## src/rtl/deserializer_pkg.sv

```systemverilog
// Shared definitions for the serial link blocks: FSM state encodings and a
// constant-evaluable ceiling-log2 used to size bit counters.
package deserializer_pkg;

    typedef enum logic [0:0] {
        IDLE  = 1'b0,
        SHIFT = 1'b1
    } state_t;

    function automatic int clog2(input int value);
        int result;
        int remaining;
        result    = 0;
        remaining = value - 1;
        while (remaining > 0) begin
            result++;
            remaining = remaining >> 1;
        end
        return result;
    endfunction

endpackage

```

## src/rtl/deserializer_out_stage.sv

```systemverilog
// Holding register behind the shifter: valid/ready handshake toward the
// consumer and the sticky overrun flag for words that had nowhere to go.
module deserializer_out_stage #(
    parameter int DATA_WIDTH = 8
) (
    input  logic                  clock,
    input  logic                  reset,
    input  logic                  word_done,
    input  logic [DATA_WIDTH-1:0] word,
    input  logic                  data_ready,
    output logic [DATA_WIDTH-1:0] data_out,
    output logic                  data_valid,
    output logic                  overrun
);

    logic accept;

    assign accept = data_valid & data_ready;

    always_ff @(posedge clock or negedge reset) begin
        if (!reset) begin
            data_out   <= '0;
            data_valid <= 1'b0;
            overrun    <= 1'b0;
        end else if (word_done) begin
            // A word landing on the same edge the old one is taken replaces it.
            if (!data_valid || accept) begin
                data_out   <= word;
                data_valid <= 1'b1;
            end else begin
                overrun <= 1'b1;
            end
        end else if (accept) begin
            data_valid <= 1'b0;
        end
    end

endmodule

```

## src/rtl/deserializer.sv

```systemverilog
// LSB-first serial-to-parallel converter: shift register and bit counter
// driven by a two-state FSM, feeding a separate holding/handshake stage.
module deserializer
    import deserializer_pkg::*;
#(
    parameter int DATA_WIDTH   = 8,
    parameter int COUNTER_SIZE = clog2(DATA_WIDTH) + 1
) (
    input  logic                  clock,
    input  logic                  reset,
    input  logic                  serial_in,
    input  logic                  serial_valid,
    output logic [DATA_WIDTH-1:0] data_out,
    output logic                  data_valid,
    input  logic                  data_ready,
    output logic                  busy,
    output logic                  overrun,
    output logic                  frame_error
);

    localparam logic [COUNTER_SIZE-1:0] LAST_COUNT = COUNTER_SIZE'(DATA_WIDTH - 1);

    state_t                  state;
    state_t                  state_next;
    logic [COUNTER_SIZE-1:0] count;
    logic [DATA_WIDTH-1:0]   shift_reg;
    logic [DATA_WIDTH-1:0]   shift_next;
    logic                    capture;
    logic                    word_done;
    logic                    abort;

    assign shift_next = {serial_in, shift_reg[DATA_WIDTH-1:1]};

    // NOTE: sequential state uses non-blocking (<=) so every register samples
    // pre-edge values regardless of statement order.
    always_ff @(posedge clock or negedge reset) begin
        if (!reset) begin
            state <= IDLE;
        end else begin
            state <= state_next;
        end
    end

    // NOTE: every output of this block gets a default first, so no path leaves
    // one unassigned and no latch is inferred.
    always_comb begin
        state_next = state;
        capture    = 1'b0;
        word_done  = 1'b0;
        abort      = 1'b0;
        busy       = 1'b0;
        case (state)
            IDLE: begin
                if (serial_valid) begin
                    capture    = 1'b1;
                    state_next = SHIFT;
                end
            end
            SHIFT: begin
                busy = 1'b1;
                if (serial_valid) begin
                    capture = 1'b1;
                    if (count == LAST_COUNT) begin
                        word_done  = 1'b1;
                        state_next = IDLE;
                    end
                end else begin
                    abort      = 1'b1;
                    state_next = IDLE;
                end
            end
            default: state_next = IDLE;
        endcase
    end

    always_ff @(posedge clock or negedge reset) begin
        if (!reset) begin
            count       <= '0;
            shift_reg   <= '0;
            frame_error <= 1'b0;
        end else begin
            frame_error <= abort;
            if (abort || word_done) begin
                count     <= '0;
                shift_reg <= '0;
            end else if (capture) begin
                count     <= count + COUNTER_SIZE'(1);
                shift_reg <= shift_next;
            end
        end
    end

    deserializer_out_stage #(
        .DATA_WIDTH(DATA_WIDTH)
    ) u_out_stage (
        .clock      (clock),
        .reset      (reset),
        .word_done  (word_done),
        .word       (shift_next),
        .data_ready (data_ready),
        .data_out   (data_out),
        .data_valid (data_valid),
        .overrun    (overrun)
    );

endmodule

```

## config.mk

```make
export PLATFORM = sky130hd
export DESIGN_NAME = deserializer
export DESIGN_NICKNAME = d
export VERILOG_FILES = /design/src/rtl/deserializer_pkg.sv /design/src/rtl/deserializer_out_stage.sv /design/src/rtl/deserializer.sv
export SDC_FILE = /design/constraint.sdc
export NUM_CORES = 1
export LEC_CHECK = 0
export CELL_PAD_IN_SITES_DETAIL_PLACEMENT = 0
export CELL_PAD_IN_SITES_GLOBAL_PLACEMENT = 2
export CORE_ASPECT_RATIO = 1.4
export CORE_UTILIZATION = 35
export DETAILED_ROUTE_END_ITERATION = 10
export PLACE_DENSITY = 0.73
export SLEW_MARGIN = 15
export SYNTH_ARGS = -nofsm -noshare
export SYNTH_HDL_FRONTEND = slang
export SYNTH_HIERARCHICAL = 1
export SYNTH_SLANG_ARGS = --single-unit
```

## constraint.sdc

```tcl
create_clock -name clock -period 1.6 [get_ports clock]
set_input_delay 0.32 -clock clock [delete_from_list [all_inputs] [get_ports clock]]
set_output_delay 0.32 -clock clock [all_outputs]
set_load 0.02 [all_outputs]
```

## Yosys cells after proc, flatten, opt, wreduce, memory -nomap -nowiden

Index checks and enable logic that the tools add are counted.
Widths: inputs -> output; s select.

- Register bits: 24
- Input bits: 5
- Output and inout port bits: 12

- Bitwise gates (word level): 3
- Reduce and logical (&&, ||, !) cells: 8
- Add/sub/neg operators: 1
- Equality and inequality tests: 2
- Mux-type cells: 17

Operator list:

| kind | count |
|---|---|
| $mux 8 | 2 |
| $mux 1 | 12 |
| $mux 4 | 2 |
| $reduce_and 2->1 | 3 |
| $add 4x1->4 const B | 1 |
| $eq 4x3->1 const B | 1 |
| $reduce_bool 2->1 | 2 |
| $logic_or 1x1->1 | 2 |
| $ne 2x1->1 const B | 1 |
| $not 1->1 | 2 |
| $pmux 1 s2 | 1 |
| $and 1x1->1 | 1 |
| $logic_not 1->1 | 1 |

## Longest topological paths before layout

- Word-level depth: 6
- Gate-level depth with buffers: 5

## Hierarchy

Netlist, hierarchy kept.

Modules (own cells, without submodules):

| module | area each (µm²) | times used | sequential area each (µm²) | cells an instance |
|---|---|---|---|---|
| deserializer | 535.5 | 1 | 325.3 | 40 |
| deserializer_out_stage | 410.4 | 1 | 250.2 | 23 |

## Worst setup path before layout

OpenSTA, ideal clock, no wires.

- Path kind: register to register
- Start point: register count[0]
- End point: register u_out_stage.data_out[0]
- Buffers on the path: 0
- Data required time: 1.475 ns
- Period minus slack after synthesis: 1.437 ns
- Setup slack: 0.163 ns
- Arrival time: 1.312 ns
- Cell stages (with the launch flop): 6
- Setup time: 0.125 ns
- Cell sequence: dfrtp_1 ha_1 nand4b_1 nor2_1 nand2_4 mux2_4

- Longest elaborated chain between the ends: 5

Ends and longest elaborated chain:

| element | RTL line | source |
|---|---|---|
| start, declared | deserializer.sv:25 | `logic [COUNTER_SIZE-1:0] count;` |
| start signal, assigned | deserializer.sv:87 | `count <= count + COUNTER_SIZE'(1);` |
| $eq 4x3->1 | deserializer.sv:63 | `if (count == LAST_COUNT) begin` |
| $mux 1 | deserializer.sv:63 |  |
| $mux 1 | deserializer.sv:61 | `if (serial_valid) begin` |
| $mux 1 | deserializer.sv:52 | `case (state)` |
| named net word_done | deserializer.sv:29 | `logic word_done;` |
| $reduce_and 2->1 (no source line) | - |  |
| end signal, assigned | deserializer_out_stage.sv:28 | `data_out <= word;` |
| end, declared | deserializer_out_stage.sv:11 | `output logic [DATA_WIDTH-1:0] data_out,` |

The timed path passes the listed nets, and every way through them passes these cells.
A chain may end at the register's enable or synchronous reset.

## Final worst setup path

- Start point: register count[0]
- End point: register u_out_stage.data_out[5]

Same word-level chain as after synthesis.

==> impl_metrics.csv <==
group,metric,value,unit
run_status,status,"finished clean",
critical_path,start_kind,"flip-flop",
critical_path,end_kind,"flip-flop",
global_route,grt_util_all_layers,12.29,%
layout,area_growth,26.06,%
critical_path,crit_type,"reg -> reg",
routing,ant_nets,0,
critical_path,required,1.81,ns
floorplanning,initial_utilization,38.30,%
routing,drtPass1Iterations,2,
placed_design,hpwlAfterDp,1.059,mm
pwr,powerDensity,970.1,nW/um^2
critical_path,path_max_fanout,8,
timing,slew_headroom,81.23,%
clocking,htree_levels,1,
timing,setup_viol,0,
synth,syn_inst,63,
clocking,cts_tree,"done",
floorplanning,die_height,63.51,microns
layout,multi_input_area,350.3,sq um
clocking,clk_pin_slew,0.13,ns
clocking,hold_buffers,0,
critical_path,cp_cell_sequence,"ha_1 > nand4b_1 > nor2_2 > nand2_4 > mux2_4",
timing,tns,0,ns
placed_design,globalplace.congestion,0.7202,
layout,nNetsFinal,93,
routing,drc,0,
clocking,clock_tree.root_cell,"clkbuf_4",
routing,vias,567,
global_route,antenna_found_initial,0,
floorplanning,coreArea,2470,sq um
pwr,power.total,1.157,mW
synth,synthesis.nets,69,
clocking,numCtsBuffers,3,
critical_path,slowest_stage,"dfrtp_1",
synth,ys_types,23,
timing,tightest_slew,0.2816,ns
worst_hold_path,hold_path.class,"in -> async",
global_route,grt_max_degree,24,
timing,rsz0062_at_grt,"no",
routing,via_per_inst,4.725,
critical_path,critical-path-top-delay-family,"simple AND/OR/NAND/NOR gates",
synth,ys_warn_count,6,
floorplanning,die-area,2917,sq um
layout,n_antenna_cell,0,
routing,wl_per_cell,12.38,microns
pwr,leakage,0.6451,nW
layout,register_area,575.6,sq um
clocking,cts_buffer_depth,2,
floorplanning,row_count,21,
global_route,grt_remaining_overflow,0,
critical_path,worst-r2r-setup-slack,0.15,ns
global_route,grt_pass1_wl,2.532,mm
timing,finalCritPeriodShare,90.63,%
pwr,irDropWorstVdd,0.6921,mV
layout,fillers,252,
flow_run,cap_violations,0,
critical_path,slowest_delay,0.40,ns
clocking,cts_sinks,23,
layout,layout-drive-gt1-share,34.88,%
layout,final_util,48.28,%
critical_path,arrival,1.66,ns
routing,wl,1.486,mm
placed_design,port_buffers,16,
timing,max_clock_freq,689.6,MHz
timing,min_period,1.450,ns
layout,largest_register_ffs,8,
synth,avgSynthCellArea,15.01,sq um
critical_path,critPathBufInv,0,
synth,ys_ff_latch,23,
global_route,first_global_vias,558,
clocking,worstSkewPairLatency,0.31,ns
floorplanning,io_pins,17,
timing,final_max_slew_viol_count,0,
synth,synthesis.area,945.9,sq um
timing,skew,0.005555,ns
floorplanning,die_w,45.94,microns
synth,yosysSeqAreaShare,60.85,%
timing,hold_violations,0,
routing,first_iter_violations,15,
-- repair_timing --
action                                 CTS  global route
endpoints found under the hold margin    0             0
pin swaps                                0             0
buffers inserted                         0             0
gates resized for setup                 11             2
setup endpoints to repair               11             9
gates cloned                             0             0
-- cell usage after synthesis --
master / number / area (sq um)
dfrtp_1: 23 / 575.6
a22o_2: 8 / 80.08
mux2_4: 8 / 120.1
inv_1: 2 / 7.510
nand2_1: 2 / 7.510
nor2_1: 2 / 7.510
nor3_1: 2 / 10.01
a2111o_1: 1 / 11.26
and2_4: 1 / 8.760
and3_1: 1 / 6.260
buf_6: 1 / 11.26
clkbuf_1: 1 / 3.750
ha_1: 1 / 12.51
mux2_2: 1 / 11.26
nand2_4: 1 / 11.26
nand2b_1: 1 / 6.260
nand2b_4: 1 / 13.76
nand3_1: 1 / 5.000
nand4b_1: 1 / 8.760
nor2b_1: 1 / 6.260
o21ai_0: 1 / 5.000
o21bai_1: 1 / 7.510
xnor2_1: 1 / 8.760
-- power by group --
| part | internal [mW] | leakage [nW] | switching, mW | total [mW] |
|---|---|---|---|---|
| sequential | 0.636 | 0.309 | 0.0403 | 0.676 |
| combinational | 0.115 | 0.322 | 0.0930 | 0.208 |
| clock | 0.0954 | 0.0139 | 0.177 | 0.272 |
-- worst reg2reg max path: cells and delay by family (launching register included) --
kind | cells | cell delay (ns)
muxes | 1 | 0.32
DFF | 1 | 0.40
and+or+nand+nor | 3 | 0.46
adders and majority gates | 1 | 0.17
-- placed cells by master (no fill, tap or decap), types with 2 or more instances in the layout --
cell	netlist	layout
dlygate4sd2_1	0	11
nor3_1	2	2
clkbuf_4	0	3
a22o_2	8	8
inv_1	2	2
nand2_1	2	2
clkdlybuf4s50_1	0	4
dfrtp_1	23	23
buf_4	0	5
mux2_4	8	8
-- through the flow --
stage               instance area (sq um)  hold WS (ns)  std cells  worst slack, ns
floorplan                           945.9       0.02441         63           0.1626
global placement                     1171        0.4666        116          -0.1367
detailed placement                   1171        0.4616        116          -0.1654
CTS                                  1187        0.3485        120          0.01064
global route                         1192        0.3528        120          0.04619
finish                               1192        0.3442        120           0.1499
-- worst paths after layout --
kind / startpoint / depth (start not counted) / to
worst max register to register: count[0] / 5 / u_out_stage/data_out[5]
max in group asynchronous: reset / 2 / count[3]
min in group clock: u_out_stage/overrun / 1 / u_out_stage/overrun
worst min register to register: u_out_stage/overrun / 1 / u_out_stage/overrun
worst max-delay path: count[0] / 5 / u_out_stage/data_out[5]
worst min-delay path: reset / 2 / u_out_stage/data_out[2]
-- cell type report --
type                            count  share of cell area, %
Clock buffer                        3                  1.889
Timing Repair Buffer               21                  15.63
Tap cell                           34                  3.568
Multi-Input combinational cell     36                  29.38
Inverter                            2                 0.6296
Clock inverter                      1                 0.6296
Sequential cell                    23                  48.27
-- logic make-up (layout without fill, tap and decap cells) --
family	count (synthesis)	after routing	synth area share, %
compound gates	11	11	10.98
buf+inv	4	27	2.381
fa+ha+maj	1	1	1.323
flops	23	23	60.85
mux	9	9	13.89
simple gates	14	14	9.657
xor+xnor	1	1	0.9261
-- metal layers --
layer	up-vias	global-route usage, %	wire length [microns]
met1	279	14.81	688
met3	4	2.865	39
met5	-	0	0
met2	10	18.31	703
li1	274	-	-
met4	0	8.824	54
No activity file was read; power rests on OpenSTA's default activity.
